<file path="src/rtl/exchange_scheduler.sv">
// exchange_scheduler: per-frame local/opponent record exchange over SPI.
// Optional EXCHANGE_OVERRUN_COUNT_EN adds overrun_count_out.
module exchange_scheduler #(
  parameter int DATA_WIDTH = 32,
  parameter int TIMEOUT_CYCLES = 600000,
  parameter int MAX_MISSES = 4,
  localparam int MW = $clog2(MAX_MISSES + 1),
  localparam int TW = $clog2(TIMEOUT_CYCLES)
) (
  input  logic                  clk_pixel_in,
  input  logic                  rst_in,
  input  logic                  frame_start_in,
  input  logic [DATA_WIDTH-1:0] local_data_in,
  input  logic                  local_data_valid_in,
  output logic [DATA_WIDTH-1:0] tx_data_out,
  output logic                  tx_trigger_out,
  input  logic                  tx_busy_in,
  input  logic [DATA_WIDTH-1:0] rx_data_in,
  input  logic                  rx_valid_in,
  output logic [DATA_WIDTH-1:0] local_data_out,
  output logic [DATA_WIDTH-1:0] opponent_data_out,
  output logic                  exchange_valid_out,
  output logic                  opponent_stale_out,
  output logic                  link_up_out,
`ifdef EXCHANGE_OVERRUN_COUNT_EN
  output logic [7:0]            overrun_count_out,
`endif
  output logic [MW-1:0]         miss_count_out
);

  typedef enum logic [2:0] {
    IDLE, SEND, WAIT_TX, WAIT_RX, PUBLISH
  } state_t;

  state_t state_q, state_d;
  logic [DATA_WIDTH-1:0] held_q, held_d;
  logic [DATA_WIDTH-1:0] rx_data_q, rx_data_d;
  logic [DATA_WIDTH-1:0] tx_data_q, tx_data_d;
  logic [DATA_WIDTH-1:0] local_data_q, local_data_d;
  logic [DATA_WIDTH-1:0] opp_data_q, opp_data_d;
  logic                  rx_pending_q, rx_pending_d;
  logic                  tx_first_q, tx_first_d;
  logic                  stale_q, stale_d;
  logic [MW-1:0]         miss_count_q, miss_count_d;
  logic [TW-1:0]         tmo_q, tmo_d;
  logic                  timeout;
  logic                  go_pub;
  logic                  got_rx;

  // Limit is hit when the count is about to become TIMEOUT_CYCLES-1.
  assign timeout = (tmo_q + TW'(1)) == TW'(TIMEOUT_CYCLES - 1);

  always_comb begin
    state_d        = state_q;
    held_d         = local_data_valid_in ? local_data_in : held_q;
    rx_data_d      = rx_valid_in ? rx_data_in : rx_data_q;
    rx_pending_d   = rx_pending_q | rx_valid_in;
    tx_data_d      = tx_data_q;
    local_data_d   = local_data_q;
    opp_data_d     = opp_data_q;
    stale_d        = stale_q;
    miss_count_d   = miss_count_q;
    tmo_d          = tmo_q;
    tx_first_d     = 1'b0;
    tx_trigger_out = 1'b0;
    go_pub         = 1'b0;
    got_rx         = 1'b0;
    unique case (state_q)
      IDLE: begin
        if (frame_start_in) begin
          state_d   = SEND;
          tx_data_d = held_d;
          tmo_d     = '0;
        end
      end
      SEND: begin
        tmo_d = tmo_q + TW'(1);
        if (timeout) begin
          go_pub = 1'b1;
        end else if (!tx_busy_in) begin
          tx_trigger_out = 1'b1;
          tx_first_d     = 1'b1;
          state_d        = WAIT_TX;
        end
      end
      WAIT_TX: begin
        tmo_d = tmo_q + TW'(1);
        if (timeout) begin
          go_pub = 1'b1;
        end else if (!tx_first_q && !tx_busy_in) begin
          state_d = WAIT_RX;
        end
      end
      WAIT_RX: begin
        tmo_d = tmo_q + TW'(1);
        if (rx_pending_q || rx_valid_in) begin
          go_pub = 1'b1;
          got_rx = 1'b1;
        end else if (timeout) begin
          go_pub = 1'b1;
        end
      end
      PUBLISH: state_d = IDLE;
      default: state_d = IDLE;
    endcase
    if (go_pub) begin
      state_d      = PUBLISH;
      local_data_d = tx_data_q;
      stale_d      = !got_rx;
      if (got_rx) begin
        opp_data_d   = rx_data_d;
        miss_count_d = '0;
        rx_pending_d = 1'b0;
      end else if (miss_count_q < MW'(MAX_MISSES)) begin
        miss_count_d = miss_count_q + MW'(1);
      end
    end
  end

  always_ff @(posedge clk_pixel_in) begin
    if (rst_in) begin
      state_q      <= IDLE;
      held_q       <= '0;
      rx_data_q    <= '0;
      rx_pending_q <= 1'b0;
      tx_data_q    <= '0;
      local_data_q <= '0;
      opp_data_q   <= '0;
      stale_q      <= 1'b0;
      miss_count_q <= MW'(MAX_MISSES);
      tmo_q        <= '0;
      tx_first_q   <= 1'b0;
    end else begin
      state_q      <= state_d;
      held_q       <= held_d;
      rx_data_q    <= rx_data_d;
      rx_pending_q <= rx_pending_d;
      tx_data_q    <= tx_data_d;
      local_data_q <= local_data_d;
      opp_data_q   <= opp_data_d;
      stale_q      <= stale_d;
      miss_count_q <= miss_count_d;
      tmo_q        <= tmo_d;
      tx_first_q   <= tx_first_d;
    end
  end

`ifdef EXCHANGE_OVERRUN_COUNT_EN
  logic [7:0] overrun_q, overrun_d;

  always_comb begin
    overrun_d = overrun_q;
    if (frame_start_in && state_q != IDLE && overrun_q != 8'hFF) begin
      overrun_d = overrun_q + 8'd1;
    end
  end

  always_ff @(posedge clk_pixel_in) begin
    if (rst_in) overrun_q <= '0;
    else        overrun_q <= overrun_d;
  end

  assign overrun_count_out = overrun_q;
`endif

  assign tx_data_out        = tx_data_q;
  assign local_data_out     = local_data_q;
  assign opponent_data_out  = opp_data_q;
  assign exchange_valid_out = (state_q == PUBLISH);
  assign opponent_stale_out = stale_q;
  assign miss_count_out     = miss_count_q;
  assign link_up_out        = miss_count_q < MW'(MAX_MISSES);

endmodule

</file>
<file path="config.mk">
export PLATFORM = sky130hd
export DESIGN_NAME = exchange_scheduler
export DESIGN_NICKNAME = d
export VERILOG_FILES = /design/src/rtl/exchange_scheduler.sv
export SDC_FILE = /design/constraint.sdc
export NUM_CORES = 1
export LEC_CHECK = 0
export BUFFER_PORTS_ARGS = -buffer_cell sky130_fd_sc_hd__buf_2
export CORE_AREA = 4 4 129 131
export DETAILED_ROUTE_END_ITERATION = 6
export DIE_AREA = 0 0 133 135
export GPL_TIMING_DRIVEN = 0
export PLACE_DENSITY = 0.74
export SLEW_MARGIN = 20
export SYNTH_ARGS = -nofsm -noshare
export SYNTH_HDL_FRONTEND = slang
export SYNTH_SLANG_ARGS = --single-unit
</file>
<file path="constraint.sdc">
create_clock -name clk_pixel_in -period 3.05 [get_ports clk_pixel_in]
set_clock_uncertainty 0.1 [all_clocks]
set_input_delay 0.305 -clock clk_pixel_in [delete_from_list [all_inputs] [get_ports clk_pixel_in]]
set_output_delay 0.305 -clock clk_pixel_in [all_outputs]
set_load 0.1 [all_outputs]
</file>
==> summary.md <==
| Metric | Value |
|---|---|
| Worst slew pin tran | `0.771 ns` |
| Static Leak | `4.42 nW` |
| Die Y | `135 um` |
| Starting Density | `46.6%` |
| RSZ-0062 raised after global routing | `true` |
| P&R area growth vs syn | `27.0%` |
| Crit path max-delay family | `simple AND/OR/NAND/NOR gates` |
| Hold Violations, Final | `0` |
| Yosys top cell area share | `52.0%` |
| Fin cells | `1194` |
| Final Max Slew Viols | `0` |
| Post-synth cell types | `48` |
| Mean cell area of the mapped netlist | `9.54 um2` |
| Share of total power in the clock network | `28.8%` |
| Fmax | `0.317 GHz` |
| Vias per inst | `5.13` |
| Sequential share of power | `36.3%` |
| Vias in the first global route | `5871` |
| First-pass DRT Iterations | `5` |
| Outcome | `finished, violations left` |
| Sequential Area | `0.00380 mm2` |
| Commonest non-fill, non-tap cells in the layout | `dfxtp_1, buf_2, nor2_1, mux2i_1, nand2_1` |
| Clk buf depth | `2` |
| Post-synth top area cell | `dfxtp_1` |
| Net Sw Frac | `42.1%` |
| Clock tree from TritonCTS | `done` |
| FFs w/ async S/R, synth | `0%` |
| ANT nets after route | `0` |
| Num rows | `46` |
| # H-tree levels | `4` |
| PwrDens | `863 mW/mm2` |
| Syn Std Cell Area | `0.00727 mm2` |
| Latest clock arrival within the worst-skew pair | `0.43 ns` |
| Logic pwr share | `34.9%` |
| Max Cap Violations | `0` |
| HPWL after detailed placement | `13.2 mm` |
| Fin crit share | `103%` |
| Ratio of cells with drive above 1 in the final layout | `25.8%` |
| Seq/Total Area, Yosys | `52.0%` |
| Ports | `173` |
| CP required | `2.64 ns` |
| Routed vias | `6129` |
| Fin nets | `1037` |
| Clk root buf | `clkbuf_16` |
| CP Capture Type | `primary output` |
| Min Tclk post-route | `3.16 ns` |
| Place WS | `-0.339 ns` |
| Pin count of the biggest net entering global routing | `18` |
| DRT iter0 DRCs | `304` |
| VDD IR max | `0.000686 V` |
| Max incr delay on CP | `0.60 ns` |
| Initial antenna violation count | `3` |
| CP Class | `flip-flop to primary output` |
| Worst R2R Setup Slack | `0.08 ns` |
| Clock transition at the registers of the reported paths | `0.07 ns` |
| Slowest cell on the critical path | `or4_4` |
| WL/cell | `15.4 um` |
| Die Area | `0.0180 mm2` |
| Critical path buffer and inverter count | `2` |
| Crit-path cells | `buf_6 -> nand4_1 -> or4_4 -> or4b_4 -> o211ai_4 -> nand3_2 -> and2_4 -> buf_12` |
| Clk sinks | `189` |
| Syn_nets | `835` |
| Core Box Area | `0.0156 mm2` |
| Worst Path Arrival | `2.75 ns` |
| Area occupied by multi-input gates | `0.00328 mm2` |
| Commonest non-fill, non-tap cell in the layout | `dfxtp_1` |
| # port buffers | `169` |
| FILL cells | `1352` |
| Synth warn | `0` |
| Count of state elements after synthesis | `189` |
| Clock buffer count from CTS | `17` |
| Critical path peak fanout | `5` |
| DRT Wirelength | `18.4 mm` |
| P_int | `0.00461 W` |
| Startpoint Class | `flip-flop` |
| Hold Slack | `0.0403 ns` |
| Syn Inst Count | `762` |
| DRC errors left | `0` |
| Grt total ovfl | `0` |
| Gr usage total | `19.9%` |
| CTS hold repair buffers | `0` |
| Switching power | `0.00336 W` |
| Post-synth EDFFs | `0` |
| Failing checks | `setup timing` |
| Gp weighted congestion | `0.850` |
| Die width | `133 um` |
| Slew Limit Headroom | `48.6%` |
| First-pass GRT wire length | `29.0 mm` |
| Setup WS post-layout | `-0.107 ns` |
| Setup violations, final | `1` |
| Min-delay worst type | `primary input to flip-flop` |
| Dominant synthesized flop cell | `dfxtp_1` |
| DP Cell Count | `1147` |
| Ranking of synthesized cells by area | `dfxtp_1, mux2i_1, nor2_1, nand2_1, o22a_1` |
[synth_stat cells, types with 4 or more instances]
cell type,instances
dfxtp_1,189
nor2_1,135
mux2i_1,97
nand2_1,77
clkbuf_1,39
a211oi_1,37
o22a_1,32
a21oi_1,22
o21ai_0,13
buf_1,12
nor3_1,12
nand3_1,8
nor4_1,8
nand4_1,7
a31oi_1,6
nand2b_1,6
inv_1,5
and2_1,4
and3_1,4
buf_2,4
nand3b_1,4
[repair_timing]
action	CTS	global route
setup endpoints to repair	38	30
pin swaps	5	5
resized for setup	21	16
setup buffers	8	6
[registers in the layout, summed over array words and instances, names as in the netlist]
name / cells
held_q: 32
local_data_out: 32
opponent_data_out: 32
rx_data_q: 32
tx_data_out: 32
tmo_q: 20
miss_count_out: 3
state_q: 3
opponent_stale_out: 1
rx_pending_q: 1
tx_first_q: 1
[layout make-up]
class,count,share of cell area (%)
sequential,189,41.1
multi-input combinational,508,35.5
timing repair buffer,183,10.5
clock buffer,18,4.65
buffer,60,3.13
tap,216,2.93
clock inverter,14,1.99
inverter,5,0.203
antenna,1,0.0271
[power by group through the flow]
stage / clock [W] / combinational (W) / sequential (W)
2_1_floorplan: 0 / 0.000869 / 0.00430
6_report: 0.00229 / 0.00278 / 0.00289
5_1_grt: 0.00244 / 0.00294 / 0.00293
4_1_cts: 0.00233 / 0.00278 / 0.00289
3_5_place_dp: 0 / 0.00274 / 0.00295
3_3_place_gp: 0 / 0.00272 / 0.00294
[through the flow]
step                TNS [ns]  cell area, um2  total power [W]  utilization [%]
global route          -0.182            9240          0.00831             59.2
CTS                   -0.107            9140          0.00800             58.6
floorplan                  0            7270          0.00517                -
global placement       -6.05            8390          0.00566             53.8
detailed placement     -6.45            8390          0.00569             53.8
finish                -0.107            9240          0.00797             59.2
[per-layer routing]
metal  GRT usage [%]  part of all wire [%]  vias up  routed length, um
met1            24.4                    42     2817               7730
met2            32.2                    47      223               8590
met3            8.12                   9.2       28               1690
li1                -                     -     3057                  -
met4            6.52                   1.7        4                319
met5               0                  0.14        -                 26
[kinds of logic (layout without fill, tap and decap cells)]
kind of cell | after synthesis | after routing | share of synthesized area, %
other | 0 | 1 | 0
muxes | 100 | 100 | 13.8
and+or+nand+nor | 278 | 278 | 17.0
DFF | 189 | 189 | 52.0
xor gates and xnor gates | 4 | 4 | 0.482
adders and majority gates | 3 | 3 | 0.516
buffers and inverters | 65 | 280 | 3.96
AOI/OAI and AO/OA | 123 | 123 | 12.2
[worst reg2reg max path, delay by kind of cell, from the launching register on]
| family | cells | cell delay, ns |
|---|---|---|
| mux | 1 | 0.13 |
| flops | 1 | 0.35 |
| buf+inv | 4 | 0.63 |
| compound gates | 2 | 0.18 |
| simple gates | 4 | 1.46 |
[final timing paths]
check,from,endpoint,depth (start not counted)
setup / recovery,tmo_q[4],tx_trigger_out,8
hold / removal,local_data_in[9],held_q[9],3
setup reg to reg,tmo_q[4],local_data_out[29],11
hold reg to reg,opponent_stale_out,opponent_stale_out,2
Power figures use the tool's default switching activity.
